===== src/rtl/hazard_unit_mc_pkg.sv =====
// Shared types for the hazard unit and its multi-cycle scoreboard.
package hazard_unit_mc_pkg;

  localparam int REG_W_DEF = 5;

  // E-stage operand source select
  typedef enum logic [1:0] {
    FWD_RF = 2'b00,
    FWD_W  = 2'b01,
    FWD_M  = 2'b10
  } fwd_sel_e;

  // multi-cycle unit occupancy
  typedef enum logic {
    MC_IDLE = 1'b0,
    MC_BUSY = 1'b1
  } mc_state_e;

endpackage


===== src/rtl/hazard_unit_mc_if.sv =====
// Pipeline-side view of the hazard unit: stage register indices in,
// forwarding selects, stall/flush and mc status out.
interface hazard_unit_mc_if
  import hazard_unit_mc_pkg::*;
#(
  parameter int REG_W      = REG_W_DEF,
  parameter int STALLCNT_W = 16
);
  logic [REG_W-1:0]      rsD, rtD, rsE, rtE;
  logic [REG_W-1:0]      writeregE, writeregM, writeregW;
  logic                  regwriteE, regwriteM, regwriteW;
  logic                  memtoregE, memtoregM;
  logic                  branchD;
  logic                  mcstartE;
  logic [REG_W-1:0]      mcdestE;

  logic                  forwardaD, forwardbD;
  fwd_sel_e              forwardaE, forwardbE;
  logic                  stallF, stallD, flushE;
  logic                  mcbusy, mcdone;
  logic [REG_W-1:0]      mcdest_q;
  logic [STALLCNT_W-1:0] stallcnt;

  modport slave (
    input  rsD, rtD, rsE, rtE, writeregE, writeregM, writeregW,
           regwriteE, regwriteM, regwriteW, memtoregE, memtoregM,
           branchD, mcstartE, mcdestE,
    output forwardaD, forwardbD, forwardaE, forwardbE,
           stallF, stallD, flushE, mcbusy, mcdone, mcdest_q, stallcnt
  );

  modport master (
    output rsD, rtD, rsE, rtE, writeregE, writeregM, writeregW,
           regwriteE, regwriteM, regwriteW, memtoregE, memtoregM,
           branchD, mcstartE, mcdestE,
    input  forwardaD, forwardbD, forwardaE, forwardbE,
           stallF, stallD, flushE, mcbusy, mcdone, mcdest_q, stallcnt
  );
endinterface


===== src/rtl/hazard_unit_mc_scoreboard.sv =====
// Tracks the single in-flight multi-cycle op: pending-register bits,
// latency countdown, done pulse and destination.
module mc_scoreboard
  import hazard_unit_mc_pkg::*;
#(
  parameter int REG_W  = REG_W_DEF,
  parameter int MC_LAT = 4
) (
  input  logic                  clk_i,
  input  logic                  rst_i,
  input  logic                  start_i,
  input  logic [REG_W-1:0]      dest_i,
  output logic [2**REG_W-1:0]   pend_o,
  output logic                  busy_o,
  output logic                  done_o,
  output logic [REG_W-1:0]      dest_o
);
  localparam int NREGS = 2**REG_W;
  localparam int CNT_W = $clog2(MC_LAT);
  localparam logic [CNT_W-1:0] CNT_LOAD = CNT_W'(MC_LAT-1);

  mc_state_e          state_q, state_d;
  logic [CNT_W-1:0]   cnt_q, cnt_d;
  logic [NREGS-1:0]   pend_q, pend_d;
  logic [REG_W-1:0]   dest_q, dest_d;
  logic               done, accept;

  assign done   = (state_q == MC_BUSY) && (cnt_q == '0);
  // back-to-back issue is only legal on the completing cycle
  assign accept = start_i && ((state_q == MC_IDLE) || done);

  // next state: countdown, retire on done, reload on accepted issue
  always_comb begin
    state_d = state_q;
    cnt_d   = cnt_q;
    pend_d  = pend_q;
    dest_d  = dest_q;
    case (state_q)
      MC_IDLE: if (start_i) state_d = MC_BUSY;
      MC_BUSY: begin
        if (done) state_d = start_i ? MC_BUSY : MC_IDLE;
        else      cnt_d   = cnt_q - CNT_W'(1);
      end
      default: state_d = MC_IDLE;
    endcase
    // clear before set so a same-register reissue stays pending
    if (done) pend_d[dest_q] = 1'b0;
    if (accept) begin
      cnt_d  = CNT_LOAD;
      dest_d = dest_i;
      if (dest_i != '0) pend_d[dest_i] = 1'b1;
    end
  end

  // state registers; reset abandons any in-flight result
  always_ff @(posedge clk_i) begin
    if (rst_i) begin
      state_q <= MC_IDLE;
      cnt_q   <= '0;
      pend_q  <= '0;
      dest_q  <= '0;
    end else begin
      state_q <= state_d;
      cnt_q   <= cnt_d;
      pend_q  <= pend_d;
      dest_q  <= dest_d;
    end
  end

  // the decoder must hold a new mc op while the unit is occupied
  always_ff @(posedge clk_i) begin
    if (!rst_i) assert (!(start_i && (state_q == MC_BUSY) && !done));
  end

  assign pend_o = pend_q;
  assign busy_o = (state_q == MC_BUSY);
  assign done_o = done;
  assign dest_o = dest_q;
endmodule


===== src/rtl/hazard_unit_mc.sv =====
// Hazard controller: forwarding selects, load-use / branch / scoreboard /
// WAW stalls, and a saturating stall-cycle counter.
module hazard_unit_mc
  import hazard_unit_mc_pkg::*;
#(
  parameter int REG_W      = REG_W_DEF,
  parameter int MC_LAT     = 4,
  parameter int STALLCNT_W = 16
) (
  input  logic             clk,
  input  logic             reset,
  hazard_unit_mc_if.slave  hz
);
  localparam logic [REG_W-1:0] R0 = '0;

  logic [2**REG_W-1:0]   pend;
  logic                  mcbusy, mcdone;
  logic [REG_W-1:0]      mcdest;
  logic                  lwstall, brstall, scstall, wawstall, stall;
  fwd_sel_e              fwda_e, fwdb_e;
  logic [STALLCNT_W-1:0] stallcnt_q, stallcnt_d;

  mc_scoreboard #(.REG_W(REG_W), .MC_LAT(MC_LAT)) u_sb (
    .clk_i   (clk),
    .rst_i   (reset),
    .start_i (hz.mcstartE),
    .dest_i  (hz.mcdestE),
    .pend_o  (pend),
    .busy_o  (mcbusy),
    .done_o  (mcdone),
    .dest_o  (mcdest)
  );

  // E-stage forwarding, M wins over W; r0 is never forwarded
  always_comb begin
    fwda_e = FWD_RF;
    fwdb_e = FWD_RF;
    if (hz.rsE != R0 && hz.regwriteW && hz.rsE == hz.writeregW) fwda_e = FWD_W;
    if (hz.rsE != R0 && hz.regwriteM && hz.rsE == hz.writeregM) fwda_e = FWD_M;
    if (hz.rtE != R0 && hz.regwriteW && hz.rtE == hz.writeregW) fwdb_e = FWD_W;
    if (hz.rtE != R0 && hz.regwriteM && hz.rtE == hz.writeregM) fwdb_e = FWD_M;
  end

  // stall sources; a pending reg completing this cycle reads write-first
  always_comb begin
    lwstall  = hz.memtoregE && hz.rtE != R0 &&
               (hz.rsD == hz.rtE || hz.rtD == hz.rtE);
    brstall  = hz.branchD &&
               ((hz.regwriteE && hz.writeregE != R0 &&
                 (hz.writeregE == hz.rsD || hz.writeregE == hz.rtD)) ||
                (hz.memtoregM && hz.writeregM != R0 &&
                 (hz.writeregM == hz.rsD || hz.writeregM == hz.rtD)));
    scstall  = (hz.rsD != R0 && pend[hz.rsD] && !(mcdone && mcdest == hz.rsD)) ||
               (hz.rtD != R0 && pend[hz.rtD] && !(mcdone && mcdest == hz.rtD));
    wawstall = hz.regwriteE && hz.writeregE != R0 && pend[hz.writeregE];
    stall    = lwstall || brstall || scstall || wawstall;
  end

  // stall counter saturates at all-ones
  always_comb begin
    stallcnt_d = stallcnt_q;
    if (stall && stallcnt_q != '1) stallcnt_d = stallcnt_q + STALLCNT_W'(1);
  end

  // stall counter register
  always_ff @(posedge clk) begin
    if (reset) stallcnt_q <= '0;
    else       stallcnt_q <= stallcnt_d;
  end

  assign hz.forwardaD = hz.rsD != R0 && hz.regwriteM && hz.rsD == hz.writeregM;
  assign hz.forwardbD = hz.rtD != R0 && hz.regwriteM && hz.rtD == hz.writeregM;
  assign hz.forwardaE = fwda_e;
  assign hz.forwardbE = fwdb_e;
  assign hz.stallD    = stall;
  assign hz.stallF    = stall;
  assign hz.flushE    = stall;
  assign hz.mcbusy    = mcbusy;
  assign hz.mcdone    = mcdone;
  assign hz.mcdest_q  = mcdest;
  assign hz.stallcnt  = stallcnt_q;
endmodule

===== src/flat_wrapper.sv =====
// flat-port wrapper written by rule: the top's interface ports become plain ports
module hazard_unit_mc_flat import hazard_unit_mc_pkg::*;
#(
  parameter int REG_W      = REG_W_DEF,
  parameter int MC_LAT     = 4,
  parameter int STALLCNT_W = 16
)
  (clk, reset, hz_rsD, hz_rtD, hz_rsE, hz_rtE, hz_writeregE, hz_writeregM, hz_writeregW, hz_regwriteE, hz_regwriteM, hz_regwriteW, hz_memtoregE, hz_memtoregM, hz_branchD, hz_mcstartE, hz_mcdestE, hz_forwardaD, hz_forwardbD, hz_forwardaE, hz_forwardbE, hz_stallF, hz_stallD, hz_flushE, hz_mcbusy, hz_mcdone, hz_mcdest_q, hz_stallcnt);
  hazard_unit_mc_if #(.REG_W(REG_W), .STALLCNT_W(STALLCNT_W)) hz_i ();
  input  logic clk;
  input  logic reset;
  input wire logic [$bits(hz_i.rsD)-1:0] hz_rsD;
  input wire logic [$bits(hz_i.rtD)-1:0] hz_rtD;
  input wire logic [$bits(hz_i.rsE)-1:0] hz_rsE;
  input wire logic [$bits(hz_i.rtE)-1:0] hz_rtE;
  input wire logic [$bits(hz_i.writeregE)-1:0] hz_writeregE;
  input wire logic [$bits(hz_i.writeregM)-1:0] hz_writeregM;
  input wire logic [$bits(hz_i.writeregW)-1:0] hz_writeregW;
  input wire logic [$bits(hz_i.regwriteE)-1:0] hz_regwriteE;
  input wire logic [$bits(hz_i.regwriteM)-1:0] hz_regwriteM;
  input wire logic [$bits(hz_i.regwriteW)-1:0] hz_regwriteW;
  input wire logic [$bits(hz_i.memtoregE)-1:0] hz_memtoregE;
  input wire logic [$bits(hz_i.memtoregM)-1:0] hz_memtoregM;
  input wire logic [$bits(hz_i.branchD)-1:0] hz_branchD;
  input wire logic [$bits(hz_i.mcstartE)-1:0] hz_mcstartE;
  input wire logic [$bits(hz_i.mcdestE)-1:0] hz_mcdestE;
  output wire logic [$bits(hz_i.forwardaD)-1:0] hz_forwardaD;
  output wire logic [$bits(hz_i.forwardbD)-1:0] hz_forwardbD;
  output wire logic [$bits(hz_i.forwardaE)-1:0] hz_forwardaE;
  output wire logic [$bits(hz_i.forwardbE)-1:0] hz_forwardbE;
  output wire logic [$bits(hz_i.stallF)-1:0] hz_stallF;
  output wire logic [$bits(hz_i.stallD)-1:0] hz_stallD;
  output wire logic [$bits(hz_i.flushE)-1:0] hz_flushE;
  output wire logic [$bits(hz_i.mcbusy)-1:0] hz_mcbusy;
  output wire logic [$bits(hz_i.mcdone)-1:0] hz_mcdone;
  output wire logic [$bits(hz_i.mcdest_q)-1:0] hz_mcdest_q;
  output wire logic [$bits(hz_i.stallcnt)-1:0] hz_stallcnt;
  assign hz_i.rsD = hz_rsD;
  assign hz_i.rtD = hz_rtD;
  assign hz_i.rsE = hz_rsE;
  assign hz_i.rtE = hz_rtE;
  assign hz_i.writeregE = hz_writeregE;
  assign hz_i.writeregM = hz_writeregM;
  assign hz_i.writeregW = hz_writeregW;
  assign hz_i.regwriteE = hz_regwriteE;
  assign hz_i.regwriteM = hz_regwriteM;
  assign hz_i.regwriteW = hz_regwriteW;
  assign hz_i.memtoregE = hz_memtoregE;
  assign hz_i.memtoregM = hz_memtoregM;
  assign hz_i.branchD = hz_branchD;
  assign hz_i.mcstartE = hz_mcstartE;
  assign hz_i.mcdestE = hz_mcdestE;
  assign hz_forwardaD = hz_i.forwardaD;
  assign hz_forwardbD = hz_i.forwardbD;
  assign hz_forwardaE = hz_i.forwardaE;
  assign hz_forwardbE = hz_i.forwardbE;
  assign hz_stallF = hz_i.stallF;
  assign hz_stallD = hz_i.stallD;
  assign hz_flushE = hz_i.flushE;
  assign hz_mcbusy = hz_i.mcbusy;
  assign hz_mcdone = hz_i.mcdone;
  assign hz_mcdest_q = hz_i.mcdest_q;
  assign hz_stallcnt = hz_i.stallcnt;
  hazard_unit_mc #(.REG_W(REG_W), .MC_LAT(MC_LAT), .STALLCNT_W(STALLCNT_W)) u_core (.clk(clk), .reset(reset), .hz(hz_i));
endmodule

===== config.mk =====
export PLATFORM = sky130hd
export DESIGN_NAME = hazard_unit_mc_flat
export DESIGN_NICKNAME = d
export VERILOG_FILES = /design/src/rtl/hazard_unit_mc_pkg.sv /design/src/rtl/hazard_unit_mc_if.sv /design/src/rtl/hazard_unit_mc_scoreboard.sv /design/src/rtl/hazard_unit_mc.sv /design/src/flat_wrapper.sv
export SDC_FILE = /design/constraint.sdc
export NUM_CORES = 1
export LEC_CHECK = 0
export ABC_AREA = 1
export BUFFER_PORTS_ARGS = -buffer_cell sky130_fd_sc_hd__buf_2
export CAP_MARGIN = 20
export CORE_UTILIZATION = 60
export CTS_BUF_LIST = sky130_fd_sc_hd__clkbuf_2
export DETAILED_ROUTE_END_ITERATION = 12
export GPL_TIMING_DRIVEN = 0
export PLACE_DENSITY = 0.85
export SKIP_LAST_GASP = 1
export SYNTH_ARGS = -nofsm -noshare
export SYNTH_HDL_FRONTEND = slang
export SYNTH_SLANG_ARGS = --single-unit

===== constraint.sdc =====
create_clock -name clk -period 3.6 [get_ports clk]
set_input_delay 0.72 -clock clk [delete_from_list [all_inputs] [get_ports clk]]
set_output_delay 0.72 -clock clk [all_outputs]
set_load 0.02 [all_outputs]

==> impl_results.rst, run 1 <==
.. list-table::
   :header-rows: 1

   * - Metric
     - Value
   * - Mux cell area share after synthesis
     - 0%
   * - Share of cells above drive strength 1
     - 15.2%
   * - # clock sinks
     - 56
   * - Synth Area in XOR/XNOR
     - 3.64%
   * - Most frequent cell after synthesis
     - nand2_1
   * - Area of all placed cells without fillers
     - 5080 sq um
   * - Basic-gate share of the synthesized area counting and, or, nand and nor cells
     - 41.5%
   * - Max-slew violation count
     - 0
   * - Adder and majority cell fraction of the synthesized area
     - 0.548%
   * - Final setup violating endpoints
     - 0
   * - Tightest hold margin
     - 460 ps
   * - Cell area after placement
     - 5030 sq um
   * - Number of enable flip-flop cells after synthesis
     - 0
   * - Vias per inst
     - 5.87
   * - Number of buffers created by CTS
     - 5
   * - Number of placed instances with taps included
     - 951
   * - Area enclosed by the die boundary
     - 7970 sq um
   * - Overall global routing resource usage
     - 37.8%
   * - Largest net degree at the start of global routing
     - 21
   * - Worst Tran Pin Value
     - 1090 ps
   * - Area of the mapped netlist
     - 4570 sq um
   * - Max-slew headroom at the worst pin
     - 26.5%
   * - # nets final
     - 910
   * - Power, Total
     - 0.00140 W
   * - Effective utilization at floorplan
     - 62.6%
   * - Number of warning messages in the yosys log
     - 0
   * - Maximum VDD drop
     - 0.244 mV
   * - Clock transition at path regs
     - 340 ps
   * - Fmax
     - 303 MHz
   * - Final Hold Violating Endpoints
     - 0
   * - Power per standard cell area
     - 275 nW/um^2
   * - Cell types with the largest area share after synthesis
     - dfxtp_1 (25%), nand2_1 (19%), nand3_1 (8.9%)
   * - Share of the synthesized area in compound gates (AO/OA/AOI/OAI)
     - 17.3%
   * - Synth Register Bits
     - 56
   * - Crit path capture type
     - output pin
   * - Max Cap Viol
     - 0
   * - Delay of the slowest cell on the worst path
     - 370 ps
   * - Remaining number of nets flagged by the antenna check after routing
     - 0
   * - Largest delay share family, worst path
     - buffers and inverters
   * - Final HPWL DP
     - 11400 um
   * - Overall die width
     - 89.3 um
   * - Clock latency on the worst-skew pair
     - 500 ps
   * - Period Utilization, post-route
     - 91.7%
   * - Unrepaired setup endpoints after global routing
     - no
   * - Data arrival time of the critical path
     - 2580 ps
   * - Via count of the first global-routing pass
     - 4860
   * - Synth Net Count
     - 836
   * - Unique cell type count in the Yosys netlist
     - 28
   * - Result of the run
     - finished clean
   * - Gate Count Post-Synth
     - 785
   * - Worst Setup Start Kind
     - register
   * - Highest-delay cell along the critical path
     - dfxtp_1
   * - Fraction of synthesized cell area taken by the top area cell type
     - 24.5%
   * - Clock root buffer
     - clkbuf_2
   * - Average cell area after synthesis
     - 5.82 sq um
   * - Commonest cells in the synthesized netlist
     - nand2_1 (233), nand3_1 (81), inv_1 (78)
   * - Skew final
     - 32.3 ps
   * - Total DRC errors in the routed layout
     - 0
   * - Fraction of the yosys area taken by sequential cells
     - 24.5%
   * - GPL Wtd Cong
     - 0.931
   * - Most used flip-flop cell after synthesis
     - dfxtp_1
   * - Combinational family with the most area after synthesis
     - simple AND/OR/NAND/NOR gates
   * - CTS Hold Buffers Added
     - 0
   * - Critical path start-end classification
     - reg2out
   * - Die height
     - 89.3 um
   * - Min Clock Period, post-route
     - 3300 ps
   * - Wire length after detailed routing
     - 15200 um
   * - Required arrival time at the worst endpoint
     - 2880 ps
   * - Number of detailed-routing iterations run before antenna repair
     - 6
   * - Non-Filler Instances
     - 959
   * - Via count
     - 5634
   * - Standard-cell row count
     - 31
   * - Total number of H-tree levels
     - 2
   * - IO Port Bufs
     - 67
   * - Max clock buf depth
     - 2
   * - Ordered list of cells on the worst path
     - inv_1 -> ha_1 -> nand2_1 -> inv_1 -> o21ai_0 -> nor2_1 -> nand3_1 -> nand2_1 -> inv_1 -> nand3_1 -> nand2_1 -> inv_2 -> nand2_4 -> buf_6 -> buf_4 -> buf_2
   * - Layout area overhead
     - 11.2%
   * - Post_cts resized
     - 0
   * - I/O pin count
     - 81
   * - Antenna diode count
     - 0
   * - Initial antenna violation count
     - 0
   * - Average wire per standard cell
     - 15.8 um
   * - Wire length of the first global-routing pass
     - 23000 um
   * - Clock tree from TritonCTS
     - yes
   * - Final sum of negative setup slack
     - 0 ps
   * - Iter 0 DRT Violations
     - 579
   * - WP buf/inv
     - 7
   * - Async set-or-reset flop fraction in the synthesized netlist
     - 0%
   * - Buffer count from post-CTS setup fixing
     - 0
   * - Placeable core region
     - 7290 sq um
   * - Sum of overflow across all layers after global routing
     - 0
   * - Path class of the lowest-slack min-delay path
     - in2reg
   * - Cell type contributing the most total cell area after synthesis
     - dfxtp_1
   * - Biggest fanout along the worst timing path
     - 12
   * - Leakage
     - 2.40 nW
state kept, by name, indices dropped and copies added, names as in the netlist:
| register | flops |
|---|---|
| u_core.hz.stallcnt | 16 |
| u_core.u_sb.dest_o | 5 |
| u_core.u_sb.busy_o | 1 |
| u_core.u_sb.cnt_q | 2 |
| u_core.u_sb.pend_o | 32 |
worst reg2reg max path, delay by kind of cell (launching register included):
kind,cells,cell delay [ps]
buffers and inverters,3,350
adder cells (fa/ha/maj),1,170
flip-flops,1,370
AO/OA/AOI/OAI,1,170
AND/OR/NAND/NOR,4,1160
placed cells by master, fill, tap and decap left out, types with 11 or more instances in the layout:
cell type / synthesis / routed
buf_2: 16 / 83
a21oi_1: 65 / 65
nand3_1: 81 / 81
nand3_2: 13 / 13
xnor2_1: 11 / 11
o211ai_1: 12 / 12
nand2_1: 233 / 233
inv_1: 78 / 78
nor3_1: 14 / 14
o21ai_0: 59 / 59
dfxtp_1: 56 / 56
nor2_1: 77 / 77
where the power goes:
| part | internal, W | switching, W |
|---|---|---|
| logic | 0.000149 | 0.000287 |
| clock network | 0.0000599 | 0.000234 |
| registers | 0.000641 | 0.0000245 |
| total | 0.000850 | 0.000546 |
stage by stage:
step                worst slack (ps)  util, %
floorplan                        674        -
global placement                 480     68.9
detailed placement               471     68.9
CTS                              341     69.7
global route                     144     69.7
finish                           300     69.7
worst paths after layout:
check / from / depth (start not counted) / end / slack [ps]
max reg2reg: u_core.u_sb.cnt_q[0] / 9 / u_core.u_sb.pend_o[8] / 1310
max: u_core.u_sb.cnt_q[0] / 16 / hz_stallD / 300
min: hz_mcstartE / 3 / u_core.u_sb.busy_o / 460
min reg2reg: u_core.u_sb.cnt_q[1] / 2 / u_core.u_sb.cnt_q[1] / 480
layer usage:
layer	wire length, um	part of all wire (%)	global-route usage, %	vias up
met3	1530	10	3.51	43
met1	6420	42	50.4	2522
met5	0	0	0	-
met4	329	2.2	15.2	0
met2	6920	46	63.1	353
li1	-	-	-	2716
cells by family (layout without fill, tap and decap cells):
| kind of cell | after synthesis | in the layout |
|---|---|---|
| buffers and inverters | 123 | 198 |
| XOR/XNOR | 19 | 19 |
| adder cells (fa/ha/maj) | 2 | 2 |
| flip-flops | 56 | 56 |
| AO/OA/AOI/OAI | 148 | 148 |
| AND/OR/NAND/NOR | 437 | 437 |
cell type report:
class                   count  area (sq um)
fillers                   694          2210
inverters                  85           319
repair buffers             67           335
plain buffers              38           251
clock inverters             3          28.8
clock buffers               5          25.0
multi-input cells         606          2880
flip-flops and latches     56          1120
well taps                  99           124
No activity file was read; power rests on OpenSTA's default activity.
==> run 2, diff against run 1 <==
--- a/config.mk
+++ b/config.mk
@@ -5,9 +5,7 @@
 export SDC_FILE = /design/constraint.sdc
 export NUM_CORES = 1
 export LEC_CHECK = 0
-export ABC_AREA = 1
 export BUFFER_PORTS_ARGS = -buffer_cell sky130_fd_sc_hd__buf_2
-export CAP_MARGIN = 20
 export CORE_UTILIZATION = 60
 export CTS_BUF_LIST = sky130_fd_sc_hd__clkbuf_2
 export DETAILED_ROUTE_END_ITERATION = 12
==> impl_results.rst, run 2 <==
.. list-table::
   :header-rows: 1

   * - Metric
     - Value
   * - Layout area overhead
     - 13.4% (was 11.2%)
   * - Fraction of the yosys area taken by sequential cells
     - 26.3% (was 24.5%)
   * - Via count
     - 4292 (was 5634)
   * - Maximum VDD drop
     - 0.224 mV (was 0.244 mV)
   * - Overall die width
     - 86.2 um (was 89.3 um)
   * - Clock root buffer
     - clkbuf_2 (unchanged)
   * - Basic-gate share of the synthesized area counting and, or, nand and nor cells
     - 23.2% (was 41.5%)
   * - Path class of the lowest-slack min-delay path
     - reg2reg (was in2reg)
   * - Combinational family with the most area after synthesis
     - simple AND/OR/NAND/NOR gates (unchanged)
   * - Most used flip-flop cell after synthesis
     - dfxtp_1 (unchanged)
   * - Remaining number of nets flagged by the antenna check after routing
     - 0 (unchanged)
   * - Critical path start-end classification
     - in2out (was reg2out)
   * - Synth Net Count
     - 566 (was 836)
   * - Overall global routing resource usage
     - 31.9% (was 37.8%)
   * - Commonest cells in the synthesized netlist
     - dfxtp_1 (56), nand2_1 (56), a21oi_1 (46) (was nand2_1 (233), nand3_1 (81), inv_1 (78))
   * - Final HPWL DP
     - 8780 um (was 11400 um)
   * - Largest register FFs
     - 32 (unchanged)
   * - Leakage
     - 1.82 nW (was 2.40 nW)
   * - Required arrival time at the worst endpoint
     - 2880 ps (about the same)
   * - Max clock buf depth
     - 2 (unchanged)
   * - Share of cells above drive strength 1
     - 21.9% (was 15.2%)
   * - Fraction of synthesized cell area taken by the top area cell type
     - 26.3% (was 24.5%)
   * - Initial antenna violation count
     - 0 (unchanged)
   * - Average cell area after synthesis
     - 8.27 sq um (was 5.82 sq um)
   * - Worst reg2reg path startpoint
     - u_core.u_sb.dest_o[3] (was u_core.u_sb.cnt_q[0])
   * - # nets final
     - 640 (was 910)
   * - Mux cell area share after synthesis
     - 16.3% (was 0%)
   * - Gate Count Post-Synth
     - 515 (was 785)
   * - Antenna diode count
     - 0 (unchanged)
   * - Cell type contributing the most total cell area after synthesis
     - dfxtp_1 (unchanged)
   * - Fill cell count
     - 573 (was 694)
   * - Area of all placed cells without fillers
     - 4830 sq um (was 5080 sq um)
   * - Highest-delay cell along the critical path
     - mux4_2 (was dfxtp_1)
   * - Cell types with the largest area share after synthesis
     - dfxtp_1 (26%), mux4_2 (8.5%), xnor2_1 (7.0%) (was dfxtp_1 (25%), nand2_1 (19%), nand3_1 (8.9%))
   * - Unique cell type count in the Yosys netlist
     - 57 (was 28)
   * - Power per standard cell area
     - 263 nW/um^2 (was 275 nW/um^2)
   * - I/O pin count
     - 81 (unchanged)
   * - Launch point of the critical path
     - hz_writeregE[0] (was u_core.u_sb.cnt_q[0])
   * - Synth Register Bits
     - 56 (unchanged)
   * - # clock sinks
     - 56 (unchanged)
   * - Clock transition at path regs
     - 260 ps (was 340 ps)
   * - Total DRC errors in the routed layout
     - 0 (unchanged)
   * - Number of detailed-routing iterations run before antenna repair
     - 8 (was 6)
   * - Area of the mapped netlist
     - 4260 sq um (was 4570 sq um)
   * - Final setup violating endpoints
     - 0 (unchanged)
   * - Delay of the slowest cell on the worst path
     - 480 ps (was 370 ps)
   * - Vias per inst
     - 6.27 (was 5.87)
   * - GPL Wtd Cong
     - 0.924 (was 0.931)
   * - Worst Tran Pin Value
     - 983 ps (was 1090 ps)
   * - Average wire per standard cell
     - 17.2 um (was 15.8 um)
   * - Async set-or-reset flop fraction in the synthesized netlist
     - 0% (unchanged)
   * - Iter 0 DRT Violations
     - 398 (was 579)
   * - Crit path capture type
     - output pin (unchanged)
   * - Die height
     - 86.2 um (was 89.3 um)
   * - Max Cap Viol
     - 0 (unchanged)
   * - Largest net degree at the start of global routing
     - 20 (was 21)
   * - Area enclosed by the die boundary
     - 7430 sq um (was 7970 sq um)
   * - Sum of overflow across all layers after global routing
     - 0 (unchanged)
   * - Data arrival time of the critical path
     - 2790 ps (was 2580 ps)
   * - Effective utilization at floorplan
     - 62.3% (was 62.6%)
   * - Commonest non-fill, non-tap cell in the layout
     - buf_2 (was nand2_1)
   * - Tightest hold margin
     - 514 ps (was 460 ps)
   * - Final Util
     - 70.6% (was 69.7%)
   * - Cell area after placement
     - 4670 sq um (was 5030 sq um)
   * - Number of enable flip-flop cells after synthesis
     - 0 (unchanged)
   * - Number of warning messages in the yosys log
     - 0 (unchanged)
   * - Skew final
     - 7.96 ps (was 32.3 ps)
   * - Share of the synthesized area in compound gates (AO/OA/AOI/OAI)
     - 14.8% (was 17.3%)
   * - Highest-count cells in the layout ignoring fill and taps
     - buf_2 (63), nand2_1 (56), dfxtp_1 (54) (was nand2_1 (233), buf_2 (83), nand3_1 (81))
   * - Fmax
     - 285 MHz (was 303 MHz)
   * - Result of the run
     - finished clean (unchanged)
   * - Wire length of the first global-routing pass
     - 18700 um (was 23000 um)
   * - Total number of H-tree levels
     - 2 (unchanged)
   * - Non-Filler Instances
     - 685 (was 959)
   * - Max-slew violation count
     - 0 (unchanged)
   * - Biggest fanout along the worst timing path
     - 6 (was 12)
   * - Standard-cell row count
     - 30 (was 31)
   * - Clock latency on the worst-skew pair
     - 450 ps (was 500 ps)
   * - Worst Setup Start Kind
     - input pin (was register)
   * - Synth Area in XOR/XNOR
     - 11.7% (was 3.64%)
   * - Number of buffers created by CTS
     - 5 (unchanged)
   * - Min Clock Period, post-route
     - 3510 ps (was 3300 ps)
   * - Number of placed instances with taps included
     - 670 (was 951)
   * - CTS Hold Buffers Added
     - 0 (unchanged)
   * - Final Hold Violating Endpoints
     - 0 (unchanged)
   * - Most used cell, CP
     - buf_4
   * - Wire length after detailed routing
     - 11800 um (was 15200 um)
   * - Adder and majority cell fraction of the synthesized area
     - 0.588% (was 0.548%)
   * - Unrepaired setup endpoints after global routing
     - no (unchanged)
   * - Placeable core region
     - 6830 sq um (was 7290 sq um)
   * - IO Port Bufs
     - 59 (was 67)
   * - Max-slew headroom at the worst pin
     - 34.0% (was 26.5%)
   * - Ordered list of cells on the worst path
     - buf_4 -> buf_8 -> mux4_2 -> mux2i_1 -> mux2_2 -> nand2_1 -> a31oi_4 -> and3_4 -> buf_12 -> inv_1 -> buf_4 -> buf_2 (was inv_1 -> ha_1 -> nand2_1 -> inv_1 -> o21ai_0 -> nor2_1 -> nand3_1 -> nand2_1 -> inv_1 -> nand3_1 -> nand2_1 -> inv_2 -> nand2_4 -> buf_6 -> buf_4 -> buf_2)
   * - Via count of the first global-routing pass
     - 3905 (was 4860)
   * - Period Utilization, post-route
     - 97.4% (was 91.7%)
   * - Hold path startpoint
     - u_core.u_sb.cnt_q[0] (was hz_mcstartE)
   * - Clock tree from TritonCTS
     - yes (unchanged)
-- run 2: cell type report --
cell class / instances / area, sq um / area share (%)
timing repair buffer: 68 / 390 / 8.09
buffer: 43 / 255 / 5.29
clock inverter: 2 / 7.51 / 0.156
inverter: 14 / 52.6 / 1.09
clock buffer: 5 / 25.0 / 0.519
sequential: 56 / 1120 / 23.3
tap: 96 / 120 / 2.49
multi-input combinational: 401 / 2850 / 59.1
-- run 2: worst paths after layout --
| path | endpoint | slack, ps | cells past startpoint |
|---|---|---|---|
| min | u_core.u_sb.cnt_q[0] | 510 | 1 |
| min reg2reg | u_core.u_sb.cnt_q[0] | 510 | 1 |
| max | hz_stallF | 90 | 12 |
| max reg2reg | u_core.hz.stallcnt[9] | 810 | 11 |
-- run 2: stage by stage --
step                setup slack, ps  total power (W)  setup TNS, ps
floorplan                       151         0.000916              0
global placement               -148          0.00101           -332
detailed placement             -189          0.00102           -454
CTS                            51.1          0.00125              0
global route                   1.77          0.00132              0
finish                         94.8          0.00127              0
-- run 2: worst max-delay path, delay by kind of cell --
family,cells,cell delay [ps]
simple gates,2,320
buf+inv,6,710
mux,3,820
compound gates,1,220
-- run 2: timing repair --
action | 4_1_cts | 5_1_grt
cloned | 1 | 0
endpoints found under the setup margin | 3 | 3
resized for setup | 11 | 4
pin swaps | 2 | 1
buffers inserted | 5 | 3
-- run 2: logic make-up after synthesis --
logic type | Yosys count
compound gates | 108
xor+xnor | 57
fa+ha+maj | 2
buf+inv | 58
flops | 56
mux | 44
simple gates | 190
-- run 2: power by group --
part | leakage [nW] | switching [W] | internal [W] | total [W]
logic | 1.34 | 0.000214 | 0.000163 | 0.000378
clock network | 0.0239 | 0.000192 | 0.0000400 | 0.000232
registers | 0.455 | 0.0000203 | 0.000638 | 0.000658
total | 1.82 | 0.000427 | 0.000841 | 0.00127
-- run 2: layer usage --
| layer | vias up | part of all wire (%) | track usage [%] |
|---|---|---|---|
| li1 | 2001 | - | - |
| met1 | 2032 | 42 | 42.3 |
| met2 | 229 | 47 | 52.6 |
| met3 | 30 | 8.4 | 4.67 |
| met4 | 0 | 2.1 | 12.6 |
| met5 | - | 0 | 0 |
==> run 3, diff against run 2 <==
--- a/config.mk
+++ b/config.mk
@@ -10,7 +10,8 @@
 export CTS_BUF_LIST = sky130_fd_sc_hd__clkbuf_2
 export DETAILED_ROUTE_END_ITERATION = 12
 export GPL_TIMING_DRIVEN = 0
-export PLACE_DENSITY = 0.85
+export PLACE_DENSITY_LB_ADDON = 0.1
+export RECOVER_POWER = 50
 export SKIP_LAST_GASP = 1
 export SYNTH_ARGS = -nofsm -noshare
 export SYNTH_HDL_FRONTEND = slang
==> impl_results.rst, run 3 (synthesis gave the netlist of run 2 again) <==
.. list-table::
   :header-rows: 1

   * - Metric
     - Value
   * - Initial antenna violation count
     - 0 (unchanged)
   * - I/O pin count
     - 81 (unchanged)
   * - # nets final
     - 639 (was 640)
   * - Unrepaired setup endpoints after global routing
     - no (unchanged)
   * - Worst reg2reg path startpoint
     - u_core.u_sb.dest_o[3] (unchanged)
   * - Max Cap Viol
     - 0 (unchanged)
   * - Share of cells above drive strength 1
     - 19.5% (was 21.9%)
   * - Largest net degree at the start of global routing
     - 20 (unchanged)
   * - Number of detailed-routing iterations run before antenna repair
     - 5 (was 8)
   * - Clock root buffer
     - clkbuf_2 (unchanged)
   * - Overall die width
     - 86.2 um (unchanged)
   * - Overall global routing resource usage
     - 31.5% (was 31.9%)
   * - GPL Wtd Cong
     - 0.871 (was 0.924)
   * - Die height
     - 86.2 um (unchanged)
   * - Total number of H-tree levels
     - 2 (unchanged)
   * - Average wire per standard cell
     - 17.1 um (was 17.2 um)
   * - Clock transition at path regs
     - 280 ps (was 260 ps)
   * - Max-slew headroom at the worst pin
     - 34.3% (was 34.0%)
   * - Max clock buf depth
     - 2 (unchanged)
   * - Placeable core region
     - 6830 sq um (unchanged)
   * - Fill cell count
     - 586 (was 573)
   * - Highest-count cells in the layout ignoring fill and taps
     - nand2_1 (56), dfxtp_1 (49), a21oi_1 (46) (was buf_2 (63), nand2_1 (56), dfxtp_1 (54))
   * - Final setup violating endpoints
     - 0 (unchanged)
   * - Terminus of the critical flop-to-flop path
     - u_core.hz.stallcnt[3] (was u_core.hz.stallcnt[9])
   * - Crit path capture type
     - output pin (unchanged)
   * - Area of all placed cells without fillers
     - 4830 sq um (about the same)
   * - Layout area overhead
     - 13.6% (was 13.4%)
   * - Leakage
     - 1.74 nW (was 1.82 nW)
   * - Cell depth of the worst flop-to-flop path
     - 11 (unchanged)
   * - Effective utilization at floorplan
     - 62.3% (unchanged)
   * - Routed length on met1
     - 5070 um (was 4970 um)
   * - Result of the run
     - finished clean (unchanged)
   * - Worst Tran Pin Value
     - 978 ps (was 983 ps)
   * - Via count of the first global-routing pass
     - 3752 (was 3905)
   * - Power per standard cell area
     - 280 nW/um^2 (was 263 nW/um^2)
   * - Critical path capture point
     - hz_stallD (was hz_stallF)
   * - # clock sinks
     - 56 (unchanged)
   * - Cell area after placement
     - 4670 sq um (unchanged)
   * - Fmax
     - 287 MHz (was 285 MHz)
   * - Wire length after detailed routing
     - 11700 um (was 11800 um)
   * - Via count
     - 4189 (was 4292)
   * - Final HPWL DP
     - 8660 um (was 8780 um)
   * - Remaining number of nets flagged by the antenna check after routing
     - 0 (unchanged)
   * - Standard-cell row count
     - 30 (unchanged)
   * - Path class of the lowest-slack min-delay path
     - in2reg (was reg2reg)
   * - Critical path start-end classification
     - in2out (unchanged)
   * - Clock tree from TritonCTS
     - yes (unchanged)
   * - IO Port Bufs
     - 59 (unchanged)
   * - Antenna diode count
     - 0 (unchanged)
   * - Max-slew violation count
     - 0 (unchanged)
   * - Skew final
     - 31.2 ps (was 7.96 ps)
   * - Detail Route met3 WL
     - 1030 um (was 993 um)
   * - Commonest non-fill, non-tap cell in the layout
     - nand2_1 (was buf_2)
   * - Met2 WL post-DR
     - 5370 um (was 5560 um)
   * - Vias per inst
     - 6.12 (was 6.27)
   * - Final Hold Violating Endpoints
     - 0 (unchanged)
   * - Total DRC errors in the routed layout
     - 0 (unchanged)
   * - Number of placed instances with taps included
     - 670 (unchanged)
   * - Required arrival time at the worst endpoint
     - 2880 ps (about the same)
   * - Largest register FFs
     - 32 (unchanged)
   * - Non-Filler Instances
     - 685 (unchanged)
   * - Highest metal layer used by the detailed router
     - met4 (unchanged)
   * - Register-to-Register Setup Slack
     - 770 ps (was 810 ps)
   * - Number of buffers created by CTS
     - 5 (unchanged)
   * - Worst Setup Start Kind
     - input pin (unchanged)
   * - Biggest fanout along the worst timing path
     - 7 (was 6)
   * - Maximum VDD drop
     - 0.317 mV (was 0.224 mV)
   * - Iter 0 DRT Violations
     - 250 (was 398)
   * - Period Utilization, post-route
     - 96.8% (was 97.4%)
   * - Area enclosed by the die boundary
     - 7430 sq um (unchanged)
   * - Launch point of the critical path
     - hz_writeregE[0] (unchanged)
   * - Min Clock Period, post-route
     - 3490 ps (was 3510 ps)
   * - Data arrival time of the critical path
     - 2770 ps (was 2790 ps)
   * - Wire length of the first global-routing pass
     - 18300 um (was 18700 um)
   * - Clock latency on the worst-skew pair
     - 480 ps (was 450 ps)
   * - Sum of overflow across all layers after global routing
     - 0 (unchanged)
## run 3: changes by cell type in the layout (fill, tap and decap cells not counted), sizes merged
cell and change:
clkbuf +23, buf -23, bufbuf -1, bufinv +1
## run 3: where the power goes
| group | leakage [nW] | total (W) | internal, W | switching [W] |
|---|---|---|---|---|
| clock | 0.0431 | 0.000330 | 0.000120 | 0.000209 |
| sequential | 0.458 | 0.000660 | 0.000637 | 0.0000228 |
| combinational | 1.24 | 0.000366 | 0.000158 | 0.000208 |
| total | 1.74 | 0.00136 | 0.000915 | 0.000441 |
## run 3: final cells by class
type | count | area (sq um) | area share (%)
Timing Repair Buffer | 68 | 335 | 6.94
Clock buffer | 5 | 25.0 | 0.518
Clock inverter | 3 | 47.5 | 0.984
Multi-Input combinational cell | 401 | 2870 | 59.3
Inverter | 14 | 52.6 | 1.09
Tap cell | 96 | 120 | 2.49
Sequential cell | 56 | 1130 | 23.5
Buffer | 42 | 250 | 5.18
## run 3: how the worst min path moves through the flow
stage | startpoint | endpoint | depth (start not counted)
finish | hz_mcdestE[0] | u_core.u_sb.dest_o[0] | 3
global route | hz_mcdestE[0] | u_core.u_sb.dest_o[0] | 3
floorplan | u_core.u_sb.cnt_q[0] | u_core.u_sb.cnt_q[0] | 1
global placement | u_core.u_sb.cnt_q[0] | u_core.u_sb.cnt_q[0] | 1
detailed placement | u_core.u_sb.cnt_q[0] | u_core.u_sb.cnt_q[0] | 1
CTS | hz_mcdestE[0] | u_core.u_sb.dest_o[0] | 3
## run 3: what timing repair did
action | CTS | global route
pin swaps | 2 | 2
buffers inserted | 6 | 3
hold buffers | 0 | 0
gates resized for setup | 6 | 18
setup endpoints to repair | 3 | 3
## run 3: worst max-delay path, cell delays in order
cell and delay (ps):
buf_2 120, buf_8 120, mux4_2 490, mux2i_1 150
mux2_2 170, nand2_1 80, a31oi_4 220, and3_4 240
buf_12 110, inv_1 60, buf_4 130, buf_2 140
## run 3: metrics by stage
step	power [W]	hold slack [ps]	worst slack [ps]	TNS (ps)	util (%)
floorplan	0.000916	443	151	0	-
global placement	0.00101	455	-194	-471	68.4
detailed placement	0.00101	467	-168	-386	68.4
CTS	0.00134	490	48.1	0	70.2
global route	0.00141	458	25.5	0	70.8
finish	0.00136	497	115	0	70.8
## run 3: per-layer routing
metal / global-route usage [%] / up-vias
met5: 0 / -
met4: 12.7 / 0
met3: 4.57 / 21
met2: 49.1 / 199
met1: 44.0 / 1965
li1: - / 2004
